### config.mk
export PLATFORM = sky130hd
export DESIGN_NAME = pipe_ctrl
export DESIGN_NICKNAME = d
export VERILOG_FILES = /design/src/rtl/pipe_ctrl.sv
export SDC_FILE = /design/constraint.sdc
export NUM_CORES = 1
export LEC_CHECK = 0
export BUFFER_PORTS_ARGS = -buffer_cell sky130_fd_sc_hd__buf_4
export CAP_MARGIN = 20
export CORE_MARGIN = 2
export CORE_UTILIZATION = 45
export CTS_BUF_LIST = sky130_fd_sc_hd__clkbuf_8
export DETAILED_ROUTE_END_ITERATION = 12
export PLACE_DENSITY = 0.68
export SETUP_SLACK_MARGIN = 0.15
export SYNTH_ARGS = -nofsm -noshare
export SYNTH_HDL_FRONTEND = slang
export SYNTH_SLANG_ARGS = --single-unit
### constraint.sdc
create_clock -name clk -period 2.2 [get_ports clk]
set_input_delay 0 -clock clk [delete_from_list [all_inputs] [get_ports clk]]
set_output_delay 0 -clock clk [all_outputs]
set_load 0.005 [all_outputs]
### src/rtl/pipe_ctrl.sv
// Pipeline hazard controller: operand forwarding, load-use stall, cache-miss freeze,
// branch flush and halt drain, with per-stage bookkeeping for stages 2..STAGES-1.
module pipe_ctrl #(
    parameter int STAGES = 5,
    parameter int RA_W   = 4,
    parameter int CNT_W  = 16,
    parameter int FS_W   = $clog2(STAGES)
) (
    input  logic              clk,
    input  logic              rst,
    input  logic              id_valid,
    input  logic [RA_W-1:0]   id_rd1,
    input  logic [RA_W-1:0]   id_rd2,
    input  logic              id_rd1_en,
    input  logic              id_rd2_en,
    input  logic [RA_W-1:0]   id_wr_reg,
    input  logic              id_wr_en,
    input  logic              id_is_load,
    input  logic              id_is_halt,
    input  logic              br_taken,
    input  logic              i_rdy,
    input  logic              d_rdy,
    output logic [FS_W-1:0]   fwd_sel1,
    output logic [FS_W-1:0]   fwd_sel2,
    output logic              pc_en,
    output logic              if_id_en,
    output logic              id_ex_en,
    output logic              back_en,
    output logic              flush_front,
    output logic              halted,
    output logic [STAGES-3:0] stage_valid,
    output logic [CNT_W-1:0]  stall_cnt,
    output logic [2:0]        dbg_state
);

    localparam int NB = STAGES - 2;

    typedef enum logic [2:0] {RUN, LU_STALL, MEM_WAIT, DRAIN, HALTED} state_t;

    typedef struct packed {
        logic            valid;
        logic [RA_W-1:0] wr_reg;
        logic            wr_en;
        logic            is_load;
        logic            is_halt;
    } rec_t;

    state_t           state_q, state_d;
    state_t           ret_q, ret_d;
    state_t           eff;
    rec_t             rec_q [NB];
    rec_t             rec_d [NB];
    logic [CNT_W-1:0] cnt_q, cnt_d;
    logic [FS_W-1:0]  sel1, sel2;
    logic             load_use, freeze, last_halt, older_halt;
    logic             bubble, kill2;

    function automatic logic hit(rec_t r, logic [RA_W-1:0] src, logic en);
        return en && r.valid && r.wr_en && (r.wr_reg == src) && (r.wr_reg != '0);
    endfunction

    // Scan oldest to youngest so the lowest-index match is the one left standing.
    always_comb begin
        sel1 = '0;
        sel2 = '0;
        for (int s = NB - 1; s >= 0; s--) begin
            if (hit(rec_q[s], id_rd1, id_rd1_en)) sel1 = FS_W'(s + 2);
            if (hit(rec_q[s], id_rd2, id_rd2_en)) sel2 = FS_W'(s + 2);
        end
    end

    assign fwd_sel1 = rst ? '0 : sel1;
    assign fwd_sel2 = rst ? '0 : sel2;

    assign load_use = id_valid && rec_q[0].is_load &&
                      ((sel1 == FS_W'(2)) || (sel2 == FS_W'(2)));
    assign freeze    = !i_rdy || !d_rdy;
    assign last_halt = rec_q[NB-1].valid && rec_q[NB-1].is_halt;

    // A halt in stage 3.. that survives a flush keeps the drain going.
    always_comb begin
        older_halt = 1'b0;
        for (int s = 1; s < NB - 1; s++) begin
            if (rec_q[s].valid && rec_q[s].is_halt) older_halt = 1'b1;
        end
    end

    assign eff = (state_q == MEM_WAIT) ? ret_q : state_q;

    always_comb begin
        state_d     = state_q;
        ret_d       = ret_q;
        pc_en       = 1'b1;
        if_id_en    = 1'b1;
        id_ex_en    = 1'b1;
        back_en     = 1'b1;
        flush_front = 1'b0;
        bubble      = 1'b0;
        kill2       = 1'b0;
        if (rst) begin
            state_d = RUN;
        end else if (eff == HALTED) begin
            {pc_en, if_id_en, id_ex_en, back_en} = 4'b0000;
            state_d = HALTED;
        end else if (freeze) begin
            {pc_en, if_id_en, id_ex_en, back_en} = 4'b0000;
            state_d = MEM_WAIT;
            ret_d   = eff;
        end else if (eff == DRAIN) begin
            pc_en    = 1'b0;
            if_id_en = 1'b0;
            bubble   = 1'b1;
            if (br_taken) begin
                flush_front = 1'b1;
                kill2       = 1'b1;
            end
            if (last_halt)                      state_d = HALTED;
            else if (br_taken && !older_halt)   state_d = RUN;
            else                                state_d = DRAIN;
        end else begin
            if (br_taken) begin
                flush_front = 1'b1;
                bubble      = 1'b1;
                kill2       = 1'b1;
                state_d     = RUN;
            end else if ((eff == RUN) && load_use) begin
                pc_en    = 1'b0;
                if_id_en = 1'b0;
                bubble   = 1'b1;
                state_d  = LU_STALL;
            end else if (id_valid && id_is_halt) begin
                state_d = DRAIN;
            end else begin
                state_d = RUN;
            end
        end
    end

    // The record leaving stage 2 on a taken branch is wrong-path work.
    always_comb begin
        rec_d = rec_q;
        if (back_en) begin
            rec_d[0] = bubble ? '0 : rec_t'{id_valid, id_wr_reg, id_wr_en, id_is_load, id_is_halt};
            for (int s = 1; s < NB; s++) rec_d[s] = rec_q[s-1];
            if (kill2) rec_d[1].valid = 1'b0;
        end
    end

    always_comb begin
        cnt_d = cnt_q;
        if (!pc_en && (state_q != HALTED) && (cnt_q != '1)) cnt_d = cnt_q + 1'b1;
    end

    always_ff @(posedge clk or posedge rst) begin
        if (rst) begin
            state_q <= RUN;
            ret_q   <= RUN;
            cnt_q   <= '0;
            for (int s = 0; s < NB; s++) rec_q[s] <= '0;
        end else begin
            state_q <= state_d;
            ret_q   <= ret_d;
            cnt_q   <= cnt_d;
            rec_q   <= rec_d;
        end
    end

    always_comb begin
        stage_valid = '0;
        for (int s = 0; s < NB; s++) stage_valid[s] = rec_q[s].valid;
    end

    assign halted    = (state_q == HALTED);
    assign stall_cnt = cnt_q;
    assign dbg_state = state_q;

endmodule
# Word-level counts from Yosys, hierarchy flattened
# Cells that the tools add are included.
# totals
wordCells	117
ff_bits	44
output_inout_bits	34
input_bits	23
# classes
n_reduce_logical	44
mux	40
addsub	1
eq_ne	14
bitwise_logic	2
# ops
operator	count
$mux W3	14
$logic_and A1 B1 Y1	33
$eq A4 B4 Y1	6
$mux W1	21
$add A16 B1 Y16 const B	1
$ne A16 B16 Y1 const B	1
$eq A3 B2 Y1 const B	4
$reduce_bool A4 Y1	3
$mux W2	4
$mux W8	1
$eq A3 B3 Y1 const B	2
$logic_not A1 Y1	4
$logic_not A3 Y1	1
$ne A3 B3 Y1 const B	1
$reduce_and A3 Y1	1
$logic_or A1 B1 Y1	2
$not A1 Y1	2

# Logic depth before layout (Yosys ltp)
# Gate-level depths: netlist (run 1).
# logic_depth
word_depth	20
mapped_depth	8
depth_no_buf	6

# Least setup slack after synthesis (run 1)
# OpenSTA, ideal clock, no wires.
# synth_timing
path_type	register to register
startpoint	reg state_q[1] (netlist: dbg_state[1])
endpoint	reg cnt_q[1] (netlist: stall_cnt[1])
path_stages_with_launch	8
setup_time_ns	0.125
t_arrival_ns	1.868
n_path_buf	1
synth_period_minus_slack_ns	1.993
required_time_ns	2.075
path_slack_ns	0.207
path_cell_list	dfrtp_1 -> nor4b_1 -> a22oi_1 -> nor2_2 -> or3_1 -> buf_2 -> o21ai_2 -> mux2_2
# synth_between
elab_chain_cells	13
word_cells_on_any_way	16
classes_between	4 x eq/ne; 7 x mux; 5 x reduce/logical
# synth_lines
element	line	text
start, declared	48	state_t state_q, state_d;
start signal, assigned	161	state_q <= state_d;
$eq A3 B2 Y1	88	assign eff = (state_q == MEM_WAIT) ? ret_q : state_q;
$mux W3	88	
$logic_not A3 Y1	126	end else if ((eff == RUN) && load_use) begin
$logic_and A1 B1 Y1	126	
$mux W1	126	
$mux W1	121	if (br_taken) begin
$mux W1	109	end else if (eff == DRAIN) begin
$mux W1	105	end else if (freeze) begin
$mux W1	102	end else if (eff == HALTED) begin
$mux W1	100	if (rst) begin
$logic_not A1 Y1	151	if (!pc_en && (state_q != HALTED) && (cnt_q != '1)) cnt_d = cnt_q + 1'b1;
$logic_and A1 B1 Y1 (*) (2 in series)	151	
end signal, assigned	163	cnt_q <= cnt_d;
end, declared	53	logic [CNT_W-1:0] cnt_q, cnt_d;
# Every way passes the cells marked *; elsewhere a longest branch is shown, timed or not.
# A chain may end at the register's enable or synchronous reset.

# Worst setup path after layout (run 1)
# layout_timing
startpoint	reg cnt_q[8] (netlist: stall_cnt[8])
endpoint	reg cnt_q[1] (netlist: stall_cnt[1])
# layout_between
elab_chain_cells	2
# layout_lines
element	line
$ne A16 B16 Y1	151
$logic_and A1 B1 Y1	151
# No other way between the ends.

==> results of run 1 <==
## worst paths after layout
check / slack [ns] / startpoint / cells past startpoint / to
setup / recovery: 0.19 / stall_cnt[8]$_DFFE_PP0P_ / 7 / stall_cnt[1]$_DFFE_PP0P_
hold / removal: 0.04 / i_rdy / 3 / dbg_state[0]$_DFF_PP0_
setup reg to reg: 0.19 / stall_cnt[8]$_DFFE_PP0P_ / 7 / stall_cnt[1]$_DFFE_PP0P_
hold reg to reg: 0.51 / stall_cnt[9]$_DFFE_PP0P_ / 1 / stall_cnt[9]$_DFFE_PP0P_
max in group asynchronous: 0.97 / rst / 4 / ret_q[0]$_DFFE_PP0P_
min in group asynchronous: 0.39 / rst / 3 / stall_cnt[6]$_DFFE_PP0P_
## cell type report
type,count,area share (%)
multi-input cells,162,40.1
flip-flops and latches,44,32.1
repair buffers,87,21.5
well taps,72,2.61
clock buffers,5,2.00
clock inverters,3,1.34
inverters,4,0.435
## registers in the layout (all words and copies together) (netlist names)
signal,count
dbg_state,3
ret_q,3
stage_valid,3
rec_q,19
stall_cnt,16
## worst register-to-register path: stages, from the launching register on
cell and delay [ns]:
dfrtp_1 0.43, and4_1 0.24, and3_1 0.22, and3_1 0.22, a41oi_2 0.21, buf_6 0.21, o21ai_2 0.10, mux2_2 0.27
## power by group
part           leakage [nW]  switching, W  internal, W
Clock                0.0548      0.000290     0.000342
Sequential            0.560      0.000156     0.000929
Combinational         0.907      0.000231     0.000343
Total                  1.52      0.000678      0.00161
## placed cells by master (no fill, tap or decap), types with 5 or more instances in the layout
cell           instances
buf_4                 70
dfrtp_1               40
xnor2_1               25
xor2_1                14
mux2_2                14
a22o_1                11
dlygate4sd3_1         10
nand2_1                9
and3_1                 9
nand4_1                7
nor3_1                 7
nor2_1                 6
nor3_2                 5
clkbuf_8               5
## routing by layer
layer	vias up	share of wire [%]	wire, um	GRT usage, %
li1	987	-	-	-
met1	1055	42	2610	25.1
met2	66	51	3160	33.8
met3	14	4.1	256	3.33
met4	0	2.3	140	6.84
met5	-	0	0	0
## stage by stage
step                power, W  worst slack (ns)  cell area, um^2  instances  hold WS, ns
finish               0.00229             0.191             3450        377       0.0356
global route         0.00242            0.0980             3450        377       0.0388
CTS                  0.00227             0.165             3290        372      0.00348
detailed placement   0.00162             0.167             3010        349        0.175
global placement     0.00160             0.157             3010        349        0.176
floorplan            0.00138             0.207             2500        224       0.0444
## repair_timing
item,4_1_cts,5_1_grt
resized for setup,7,19
endpoints found under the hold margin,21,0
hold buffers,10,0
pin swaps,4,10
endpoints found under the setup margin,6,44
cloned,0,2
buffers inserted,5,3
## kinds of logic after synthesis
group | Yosys count
adders and majority gates | 1
xor gates and xnor gates | 39
DFF | 44
muxes | 14
buffers and inverters | 18
AOI/OAI and AO/OA | 42
and+or+nand+nor | 66
==> key figures, run 1 <==
Critical path
  – CP required: 2.39 ns
  – Endpoint class of the critical path: register
  – Critical-path cell list: and4_1 > and3_1 > and3_1 > a41oi_2 > buf_6 > o21ai_2 > mux2_2
  – Data arrival, critical path: 2.20 ns
  – Crit Path Category: register to register
  – Buffers & Inverters on Critical Path: 1
  – Startpoint Class: register
  – Cell family with most CP delay: simple AND/OR/NAND/NOR gates
  – Crit-path max FO: 15
  – CP dominant cell by count: and3_1
  – Slowest stage delay, CP: 0.43 ns
  – Slowest stage cell, crit path: dfrtp_1

STA
  – Tmin final: 2.01 ns
  – Fmax: 498 MHz
  – RSZ-0062 raised after global routing: yes
  – Final-report hold violation count: 0
  – Max Slew Vio Count: 0
  – Period Utilization, post-route: 91.3%
  – Final setup fails: 0
  – Setup TNS: 0 ns
  – Rel. slew slack: 64.8%
  – Slew @ Worst Pin: 0.527 ns
  – Clock Skew: 0.00857 ns

Cells and area
  – Multi-input logic area: 1380 um^2
  – Utilization after layout: 63.4%
  – Final-layout fill cell count: 439
  – Sequential cell area: 1110 um^2
  – # nets final: 328
  – Share of post-route cells with drive strength above 1: 43.0%
  – ANT cells: 0
  – Area grow syn2layout: 37.9%

Global route
  – Initial antenna violation count: 0
  – GRT overflow: 0
  – First-pass GRT wire length: 9.74 mm
  – Gr usage total: 19.7%
  – Pin count of the biggest net entering global routing: 33
  – Number of global-route vias before repair: 2104

Floorplanning
  – Horiz. Die Dim: 78.6 um
  – Area of the core: 5440 um^2
  – Vert. Die Dim: 78.6 um
  – Rows: 27
  – Initial Utilization: 46.0%
  – Top Ports: 57
  – DIE AREA: 6170 um^2

Logic synthesis
  – Adder-Cell Fraction of Synth Area: 0.500%
  – Synth Area in Compound Gates: 16.1%
  – Post-Synth Simple-Gate Area: 14.9%
  – Most frequent cell after synthesis: dfrtp_1
  – Largest family of logic cells by synthesized area: compound AO/OA/AOI/OAI gates
  – Yosys top cell area share: 44.0%
  – Ys Warns: 0
  – Syn avg cell area: 11.2 um^2
  – Most frequent cells after synthesis: dfrtp_1 (44), xnor2_1 (25), mux2_2 (14), xor2_1 (14), nor3_1 (12)
  – Post-synth top flop: dfrtp_1
  – Post-Synthesis Cell Area: 2500 um^2
  – EDFF count, synth: 0
  – Post-synth ARST share: 100%
  – Yosys top cell by area: dfrtp_1
  – Unique masters post-synth: 48
  – Xor/xnor share of the synthesized area: 13.7%
  – Largest cells by area after synthesis: dfrtp_1 (44%), xnor2_1 (8.8%), mux2_2 (6.3%)
  – Syn_nets: 248
  – Yosys reg bits: 44
  – Mapped Cells: 224
  – Seq/Total Area, Yosys: 44.0%
  – Post-synthesis mux area share: 6.30%

Drt
  – Drt via density: 5.63
  – Drt first pass iters: 4
  – # DRC: 0
  – Total Wirelength: 6.17 mm
  – Initial DRC count: 109
  – Post-DRT Antenna Nets: 0
  – DR WL/cell: 16.4 um
  – Vias: 2122

Placement
  – Post-DP HPWL: 4.17 mm
  – Routability cong.: 0.847
  – Count of port buffers added during placement: 56

Pwr
  – Power Dens Cells: 665 nW/um^2
  – VDD IR max: 429 uV
  – Lkg Pwr: 1.52 nW

Clock network
  – CTS clk-pin slew, worst paths: 0.09 ns
  – CTS tree: yes
  – CTS Buf Count: 5
  – Clock Sinks: 44
  – Maximum root-to-sink buffer count: 2
  – H-tree Lvls: 2
  – Worst-Skew Late Latency: 0.30 ns
  – CTS root buffer: clkbuf_8

Hold path
  – HP Class: primary input to register

Status
  – Run status: finished clean

Run
  – Max cap viols: 0
Power figures use the tool's default switching activity.
==> run 2: changes to the inputs <==
- PLACE_DENSITY: 0.68 -> 0.76
==> key figures, run 2 (synthesis gave the netlist of run 1 again) <==
Hold path
  – Min-Delay Endpoint: dbg_state[0]$_DFF_PP0_
  – Hold_sp: d_rdy
  – HP Class: primary input to register
  – Hold path depth: 3 (unchanged)

STA
  – Slew @ Worst Pin: 0.356 ns (-0.171 ns)
  – Tmin final: 2.05 ns (+0.0376 ns)
  – Setup TNS: 0 ns (unchanged)
  – Fmax: 489 MHz (-1.8%)
  – Max Slew Vio Count: 0 (unchanged)
  – RSZ-0062 raised after global routing: yes
  – Rel. slew slack: 76.2% (+11 points)
  – Final-report hold violation count: 0 (unchanged)
  – Clock Skew: 0.00628 ns (-0.00229 ns)
  – Final setup fails: 0 (unchanged)
  – Period Utilization, post-route: 93.0% (+1.7 points)

Drt
  – Vias: 2121 (-0.047%)
  – Initial DRC count: 119 (+9.2%)
  – Routed wl met3: 294 um (+15%)
  – DR WL/cell: 17.2 um (+5.2%)
  – Metal2 WL: 3.42 mm (+8.1%)
  – Drt via density: 5.55 (-1.4%)
  – Total Wirelength: 6.57 mm (+6.6%)
  – Highest routed layer: met4
  – # DRC: 0 (unchanged)
  – Post-DRT Antenna Nets: 0 (unchanged)
  – Met1 wire length: 2.78 mm (+6.4%)
  – Drt first pass iters: 4 (unchanged)

Clock network
  – CTS root buffer: clkbuf_8
  – Worst-Skew Late Latency: 0.30 ns (about the same)
  – CTS clk-pin slew, worst paths: 0.09 ns (about the same)
  – CTS tree: yes
  – Maximum root-to-sink buffer count: 2 (unchanged)
  – Clock Sinks: 44 (unchanged)
  – H-tree Lvls: 2 (unchanged)
  – CTS Buf Count: 5 (unchanged)

Critical path
  – Endpoint class of the critical path: register
  – R2R setup slack: 0.15 ns (-0.04 ns)
  – CP required: 2.39 ns (about the same)
  – Reg-to-reg startpoint: ret_q[0]$_DFFE_PP0P_
  – Crit-path max FO: 12 (-3)
  – Data arrival, critical path: 2.24 ns (+0.04 ns)
  – Reg2Reg Capture Point: stage_valid[2]$_DFFE_PP0P_
  – Startpoint Class: register
  – R2R depth: 6 (-1)
  – Crit Path Category: register to register

Global route
  – Gr usage total: 20.1% (+0.33 points)
  – GRT overflow: 0 (unchanged)
  – Initial antenna violation count: 0 (unchanged)
  – First-pass GRT wire length: 9.91 mm (+1.8%)
  – Pin count of the biggest net entering global routing: 26 (-21%)
  – Number of global-route vias before repair: 2118 (+0.67%)

Cells and area
  – Area grow syn2layout: 44.5%
  – Commonest cells after routing, fill and taps aside: buf_4 (72), dfrtp_1 (40), xnor2_1 (25)
  – Commonest non-fill, non-tap cell in the layout: buf_4
  – Fin cells: 382 (+1.3%)
  – Most flops, register: rec_q
  – Sequential cell area: 1110 um^2 (unchanged)
  – Final-layout fill cell count: 411 (-6.4%)
  – ANT cells: 0 (unchanged)
  – Max reg flops: 19 (unchanged)
  – # nets final: 333 (+1.5%)
  – Multi-input logic area: 1450 um^2 (+5.1%)
  – Share of post-route cells with drive strength above 1: 45.8% (+2.9 points)

Placement
  – Post-DP HPWL: 4.24 mm (+1.6%)
  – Routability cong.: 0.899 (+6.1%)
  – Count of port buffers added during placement: 56 (unchanged)
  – Cells after DPL: 348 (-0.29%)

Pwr
  – Switch Pwr: 0.000701 W (+3.4%)
  – Clock network fraction of total power: 27.0% (-0.6 points)
  – Lkg Pwr: 1.59 nW (+4.4%)
  – Power Dens Cells: 644 nW/um^2 (-3.2%)
  – Switching Share: 30.1% (+0.55 points)
  – VDD IR max: 492 uV (+15%)
  – Register share of total power: 46.9% (-0.5 points)
  – Comb pwr share: 26.1% (+1.0 points)
  – Internal power: 0.00163 W (+0.68%)

Floorplanning
  – DIE AREA: 6170 um^2 (unchanged)
  – Initial Utilization: 46.0% (unchanged)
  – Horiz. Die Dim: 78.6 um (unchanged)
  – Rows: 27 (unchanged)
  – Vert. Die Dim: 78.6 um (unchanged)
  – Top Ports: 57 (unchanged)
  – Area of the core: 5440 um^2 (unchanged)

Status
  – Run status: finished clean

Run
  – Max cap viols: 0 (unchanged)
-- run 2: cell count changes in the layout (fill, tap and decap cells not counted), moves of 2 or more --
| cell | before | now |
|---|---|---|
| mux2_4 | 0 | 3 |
| o2111ai_4 | 0 | 2 |
| mux2_2 | 14 | 11 |
| xor2_1 | 14 | 12 |
| buf_4 | 70 | 72 |
| buf_12 | 1 | 4 |
| xor2_2 | 0 | 2 |
| o2111ai_2 | 3 | 1 |
-- run 2: how the worst max path moves through the flow --
stage / to / start
after floorplan: stall_cnt[1]$_DFFE_PP0P_ / dbg_state[1]$_DFF_PP0_
after global placement: dbg_state[0]$_DFF_PP0_ / ret_q[2]$_DFFE_PP0P_
after detailed placement: dbg_state[0]$_DFF_PP0_ / ret_q[2]$_DFFE_PP0P_
after CTS: if_id_en / dbg_state[1]$_DFF_PP0_
after global routing: stage_valid[2]$_DFFE_PP0P_ / ret_q[0]$_DFFE_PP0P_
final: stage_valid[2]$_DFFE_PP0P_ / ret_q[0]$_DFFE_PP0P_
-- run 2: layer usage --
layer / up-vias / GRT usage [%]
met5: - / 0
met4: 0 / 6.14
met3: 9 / 3.68
met2: 74 / 33.3
met1: 1043 / 26.6
li1: 995 / -
-- run 2: stage by stage --
stage | hold slack (ns) | util, % | worst slack [ns] | area [um^2] | total power (W)
after floorplan | 0.0444 | - | 0.207 | 2500 | 0.00138
after global placement | 0.175 | 55.6 | 0.164 | 3030 | 0.00160
after detailed placement | 0.184 | 55.6 | 0.122 | 3030 | 0.00163
after CTS | 0.00953 | 60.6 | 0.138 | 3300 | 0.00227
after global routing | 0.0374 | 66.4 | 0.0489 | 3610 | 0.00245
final | 0.0328 | 66.4 | 0.154 | 3610 | 0.00233
-- run 2: critical path: stages (launching register included) --
cell,delay (ns)
dfrtp_1,0.43
nor4b_2,0.32
a22oi_2,0.11
or2_4,0.29
a21oi_4,0.25
clkbuf_16,0.21
mux2_2,0.33
-- run 2: what timing repair did --
action	4_1_cts	5_1_grt
resized for setup	7	33
pin swaps	6	16
setup buffers	5	9
hold buffers	9	0
endpoints found under the setup margin	9	36
endpoints found under the hold margin	53	0
gates cloned	0	3
-- run 2: layout make-up --
| cell class | count | area share (%) |
|---|---|---|
| Clock buffer | 5 | 1.90 |
| Clock inverter | 3 | 1.18 |
| Inverter | 4 | 0.554 |
| Multi-Input combinational cell | 162 | 40.2 |
| Sequential cell | 44 | 30.6 |
| Tap cell | 72 | 2.49 |
| Timing Repair Buffer | 92 | 23.1 |
-- run 2: power groups by stage --
stage                     Clock, W  Sequential (W)  Combinational, W
after global placement           0         0.00109          0.000508
after detailed placement         0         0.00110          0.000526
final                     0.000628         0.00109          0.000607
after floorplan                  0         0.00106          0.000316
after CTS                 0.000638         0.00108          0.000545
after global routing      0.000677         0.00111          0.000662
